[src/rtl/pairing_result_reader.sv]
`default_nettype none
// ============================================================================
// Module   : pairing_result_reader
// Purpose  : Drains the pairing core's 1200-bit result through the core's
//            slice-select interface. After core_done rises, it steps core_sel
//            through every slice and captures each slice. It then streams the
//            slice as WORD_W-bit words, least-significant word first, over a
//            valid/ready interface.
// Ports    : clk        - system clock, rising edge
//            reset      - asynchronous, active-low reset
//            core_done  - core finished (level)
//            core_out   - currently selected slice (combinational from core)
//            core_sel   - slice select driven to the core
//            out_valid  - output word valid
//            out_ready  - downstream accepts the word
//            out_data   - output word
//            out_first  - first word of the result (slice 0, word 0)
//            out_last   - last word of the result (last slice, last word)
//            busy       - readout in progress
//            abort      - one-cycle pulse: readout cancelled by core_done low
// Revision : 1.0 - initial release
// ============================================================================
module pairing_result_reader #(
    parameter int SLICE_W = 150,
    parameter int NSLICE  = 8,
    parameter int WORD_W  = 32,
    parameter int WPS     = 5
) (
    input  logic               clk,
    input  logic               reset,
    input  logic               core_done,
    input  logic [SLICE_W-1:0] core_out,
    output logic [2:0]         core_sel,
    output logic               out_valid,
    input  logic               out_ready,
    output logic [WORD_W-1:0]  out_data,
    output logic               out_first,
    output logic               out_last,
    output logic               busy,
    output logic               abort
);

    localparam int c_IDX_W = (WPS > 1) ? $clog2(WPS) : 1;
    localparam int c_PAD_W = WPS * WORD_W;

    localparam logic [c_IDX_W-1:0] c_LAST_WORD = c_IDX_W'(WPS - 1);
    localparam logic [2:0]         c_LAST_SEL  = 3'(NSLICE - 1);

    typedef enum logic [1:0] {
        ST_IDLE = 2'd0,
        ST_SEL  = 2'd1,
        ST_SEND = 2'd2
    } state_t;

    state_t               r_state;
    logic                 r_armed;
    logic [c_IDX_W-1:0]   r_word_idx;
    logic [SLICE_W-1:0]   r_buf;

    // Word idx of a slice; the top word is zero-extended past SLICE_W.
    function automatic logic [WORD_W-1:0] f_word(input logic [SLICE_W-1:0] s,
                                                 input logic [c_IDX_W-1:0] idx);
        logic [c_PAD_W-1:0] p;
        p              = '0;
        p[SLICE_W-1:0] = s;
        return p[int'(idx)*WORD_W +: WORD_W];
    endfunction

    always_ff @(posedge clk or negedge reset) begin
        if (!reset) begin
            r_state    <= ST_IDLE;
            r_armed    <= 1'b1;
            r_word_idx <= '0;
            r_buf      <= '0;
            core_sel   <= '0;
            out_valid  <= 1'b0;
            out_data   <= '0;
            out_first  <= 1'b0;
            out_last   <= 1'b0;
            busy       <= 1'b0;
            abort      <= 1'b0;
        end else begin
            abort <= 1'b0;
            if (r_state != ST_IDLE && !core_done) begin
                // Core was reset under us: drop the partial result and re-arm
                // so the next done edge gives a fresh, complete readout.
                r_state    <= ST_IDLE;
                r_armed    <= 1'b1;
                r_word_idx <= '0;
                core_sel   <= '0;
                out_valid  <= 1'b0;
                out_first  <= 1'b0;
                out_last   <= 1'b0;
                busy       <= 1'b0;
                abort      <= 1'b1;
            end else begin
                case (r_state)
                    ST_IDLE: begin
                        if (core_done) begin
                            // Level-sensitive done: only one readout per rise.
                            if (r_armed) begin
                                core_sel   <= '0;
                                r_word_idx <= '0;
                                r_armed    <= 1'b0;
                                busy       <= 1'b1;
                                r_state    <= ST_SEL;
                            end
                        end else begin
                            r_armed <= 1'b1;
                        end
                    end

                    ST_SEL: begin
                        // core_sel has been stable a full cycle; core_out is settled.
                        r_buf     <= core_out;
                        out_valid <= 1'b1;
                        out_data  <= f_word(core_out, '0);
                        out_first <= (core_sel == 3'd0);
                        out_last  <= (core_sel == c_LAST_SEL) && (c_LAST_WORD == '0);
                        r_state   <= ST_SEND;
                    end

                    ST_SEND: begin
                        if (out_valid && out_ready) begin
                            if (r_word_idx != c_LAST_WORD) begin
                                r_word_idx <= r_word_idx + c_IDX_W'(1);
                                out_data   <= f_word(r_buf, r_word_idx + c_IDX_W'(1));
                                out_first  <= 1'b0;
                                out_last   <= (core_sel == c_LAST_SEL) &&
                                              (r_word_idx + c_IDX_W'(1) == c_LAST_WORD);
                            end else if (core_sel != c_LAST_SEL) begin
                                core_sel   <= core_sel + 3'd1;
                                r_word_idx <= '0;
                                out_valid  <= 1'b0;
                                out_first  <= 1'b0;
                                out_last   <= 1'b0;
                                r_state    <= ST_SEL;
                            end else begin
                                core_sel   <= '0;
                                r_word_idx <= '0;
                                out_valid  <= 1'b0;
                                out_first  <= 1'b0;
                                out_last   <= 1'b0;
                                busy       <= 1'b0;
                                r_armed    <= 1'b0;
                                r_state    <= ST_IDLE;
                            end
                        end
                    end

                    default: r_state <= ST_IDLE;
                endcase
            end
        end
    end

endmodule
`default_nettype wire

[config.mk]
export PLATFORM = sky130hd
export DESIGN_NAME = pairing_result_reader
export DESIGN_NICKNAME = d
export VERILOG_FILES = /design/src/rtl/pairing_result_reader.sv
export SDC_FILE = /design/constraint.sdc
export NUM_CORES = 1
export LEC_CHECK = 0
export ABC_CLOCK_PERIOD_IN_PS = 2800
export BUFFER_PORTS_ARGS = -buffer_cell sky130_fd_sc_hd__buf_2
export CAP_MARGIN = 20
export CELL_PAD_IN_SITES_DETAIL_PLACEMENT = 0
export CELL_PAD_IN_SITES_GLOBAL_PLACEMENT = 1
export CORE_MARGIN = 2
export CORE_UTILIZATION = 38
export DETAILED_ROUTE_END_ITERATION = 8
export PLACE_DENSITY_LB_ADDON = 0.15
export SYNTH_ARGS = -nofsm -noshare
export SYNTH_HDL_FRONTEND = slang
export SYNTH_SLANG_ARGS = --single-unit
[constraint.sdc]
create_clock -name clk -period 2.8 [get_ports clk]
set_input_delay 0.28 -clock clk [delete_from_list [all_inputs] [get_ports clk]]
set_output_delay 0.28 -clock clk [all_outputs]
set_load 0.1 [all_outputs]
==> results.py <==
metrics = {
    "setup_path": {
        "worstPathMaxFanout": 15,
        "critPathLaunchType": "flip-flop",
        "critPathArrivalTime_ns": 2.63,
        "startpoint": "r_state[1]",
        "required_ns": 3.13,
        "critical_path_class": "reg -> reg",
        "reg2reg_from": "r_state[1]",
        "crit_path_end_kind": "flip-flop",
    },
    "die": {
        "io_pins": 194,
        "dieArea_mm2": 0.0252,
        "start_util": 0.387,
        "dieWidth_um": 159,
        "core_mm2": 0.0235,
        "die_y_um": 159,
        "core.rowCount": 56,
    },
    "power_and_ir_drop": {
        "ir_drop_mv": 0.843,
        "power.total_mw": 14.5,
        "power.density_mw_per_mm2": 1320,
        "leakage_nw": 4.93,
    },
    "cts": {
        "cts-resized-gates": 0,
        "htreeDepth": 4,
        "clkSlewWorstSetupHoldPaths_ns": 0.08,
        "cts_root_buffer": "clkbuf_16",
        "cts.path.max_buffers": 2,
        "cts_tree": "yes",
        "insertion_delay_ns": 0.43,
        "cts.sinks": 196,
        "cts_buffers": 17,
    },
    "synth": {
        "ys_ff_latch": 196,
        "ys_types": 44,
        "yosys_warnings": 0,
        "synthCells": 687,
        "synth_mux_area_frac": 0.275,
        "synthSimpleGateAreaFrac": 0.0550,
        "synth_area_leaders": "dfrtp_1, mux2_2, mux4_2",
        "syn_area_mm2": 0.00908,
        "synthXorXnorAreaFrac": 0.00276,
        "synth_top_family_by_area": "multiplexers",
        "synth_adder_area_share": 0.0165,
        "synth_nets": 853,
        "synth_edf_count": 0,
        "ys.flop_type": "dfrtp_1",
        "synth_compound_area_frac": 0.0708,
        "yosysTopAreaCell": "dfrtp_1",
        "async_flop_share": 1.00,
        "netlist.area_leader.share": 0.537,
        "ys_seq_area_frac": 0.540,
        "syn_area_per_cell_um2": 13.2,
    },
    "sta": {
        "period_minus_slack_ns": 2.30,
        "max_freq_mhz": 435,
        "slew_headroom": 0.589,
        "setup_viol": 0,
        "worst_slew_pin_slew_ns": 0.610,
        "drv_slew": 0,
        "postLayoutSetupSlackWorst_ns": 0.499,
        "rsz0062_at_grt": "no",
        "setup-tns-final_ns": 0,
        "final.period_utilization": 0.822,
        "worst_clock_skew_ns": 0.0130,
        "finalHoldViolations": 0,
    },
    "routing": {
        "drcViolationCount": 0,
        "drt-initial-drc-count": 230,
        "ant_nets": 0,
        "routed_wire_length_per_instance_um": 18.5,
        "drt-total-wl_um": 22400,
        "first_pass_iters": 6,
        "vias": 6129,
        "avgViaCountPerCell": 5.07,
    },
    "final_layout": {
        "n_fill_cell": 2166,
        "syn_to_final_growth_pct": 21.4,
        "final_layout_size_suffix_gt1_frac": 0.499,
        "fin_nets": 1036,
    },
    "global_route": {
        "grt_max_degree": 113,
        "grt_pass1_wl_um": 35400,
        "overflow": 0,
        "grt_antenna_before_repair": 10,
        "grt_use_total": 0.185,
        "grt_pass1_vias": 6545,
    },
    "status": {
        "outcome": "finished, final reports clean",
    },
    "place": {
        "port_buffers": 193,
        "dp_hpwl_um": 16300,
        "gp_congestion": 0.798,
        "place_worst_setup_slack_ns": 0.499,
    },
    "hold_path": {
        "hp-class": "in -> reg",
        "min_from": "core_out[122]",
    },
    "flow_run": {
        "maxCapViolCount": 0,
    },
}
sequential cells by signal, indices dropped and copies added (netlist names):
name and cells:
r_buf 150, busy 1, r_word_idx 3, out_valid 1, out_first 1, out_last 1, out_data 32, r_armed 1
r_state 2, core_sel 3, abort 1
timing repair:
action / 4_1_cts / 5_1_grt
buffers inserted: 0 / 0
hold buffers: 1 / 0
hold endpoints to repair: 47 / 0
setup endpoints to repair: 0 / 0
where the power goes:
part           internal, mW  total [mW]  leakage, nW  switching (mW)
sequential             4.28        5.08         2.34           0.803
combinational          2.83        6.99         2.31            4.16
clock                  1.28        2.45        0.289            1.17
total                  8.39        14.5         4.93            6.13
cell families (layout without fill, tap and decap cells):
group / after synthesis / in the layout
mux: 196 / 196
flops: 196 / 196
compound gates: 101 / 101
fa+ha+maj: 12 / 12
buf+inv: 75 / 271
simple gates: 105 / 105
other cells: 0 / 7
xor+xnor: 2 / 2
final cells by class:
cell class                 count  area [um^2]  area share
clock inverter                14          164      0.0149
sequential                   196         4910       0.445
tap                          319          399      0.0362
multi-input combinational    416         3830       0.348
inverter                      26         97.6     0.00885
antenna                        7         17.5     0.00159
clock buffer                  18          429      0.0389
timing repair buffer         213         1180       0.107
critical path, stage by stage, from the launching register on:
cell and delay (ns):
dfrtp_1 0.42, inv_1 0.14, ha_1 0.44, o21ai_1 0.15
or2_2 0.50, buf_4 0.28, o31ai_1 0.28
final timing paths:
| kind | endpoint | slack (ns) | cells after the start |
|---|---|---|---|
| min in group asynchronous | r_buf[0] | 0.36 | 2 |
| min | r_buf[122] | 0.07 | 2 |
| min reg2reg | r_buf[1] | 0.48 | 2 |
| max in group asynchronous | r_buf[35] | 1.64 | 3 |
| max | out_data[3] | 0.50 | 6 |
| max reg2reg | out_data[3] | 0.50 | 6 |
metrics by stage:
stage	instances	hold WS (ns)	utilization	instance area, um^2
final	1209	0.0715	0.470	11000
after global routing	1208	0.0515	0.470	11000
after CTS	1202	0.0497	0.469	11000
after detailed placement	1169	0.275	0.443	10400
after global placement	1169	0.277	0.443	10400
after floorplan	687	-0.0156	-	9080
synthesized netlist by cell type, types with 5 or more instances:
cell / instances
ha_1: 12
mux2i_1: 14
mux2_2: 155
buf_6: 5
nand3_1: 21
o221ai_1: 16
buf_2: 30
o31ai_1: 5
o21ai_0: 47
dfrtp_1: 195
a2111oi_0: 5
mux4_2: 27
clkbuf_1: 10
inv_1: 24
a21oi_1: 16
nor2_1: 11
nand2_1: 39
nor3_1: 13
and3_1: 11
cells in the final DEF, fill, tap and decap left out, types with 2 or more instances in the layout:
cell and count:
mux2_2 155, nor3_1 13, or2_2 2, o31ai_1 5, o221ai_1 16, and3_1 11, mux4_2 27, inv_6 4
diode_2 7, ha_1 10, and2_1 2, inv_1 24, clkinv_8 2, dfrtp_1 194, buf_12 4, nor2_1 11
o22ai_1 2, a2111oi_0 5, buf_4 15, inv_8 4, inv_2 2, ha_2 2, nand2_1 39, nand3_1 21
buf_2 192, a21oi_1 16, clkbuf_16 17, o21ai_0 47, mux2i_1 14
metal layers:
metal / up-vias / part of all wire / GRT usage
met3: 30 / 0.048 / 0.0438
met5: - / 0.0020 / 0
met2: 132 / 0.48 / 0.296
met1: 3079 / 0.45 / 0.248
met4: 6 / 0.015 / 0.0644
li1: 2882 / - / -
Note: power is estimated with default switching activity, not from simulation.
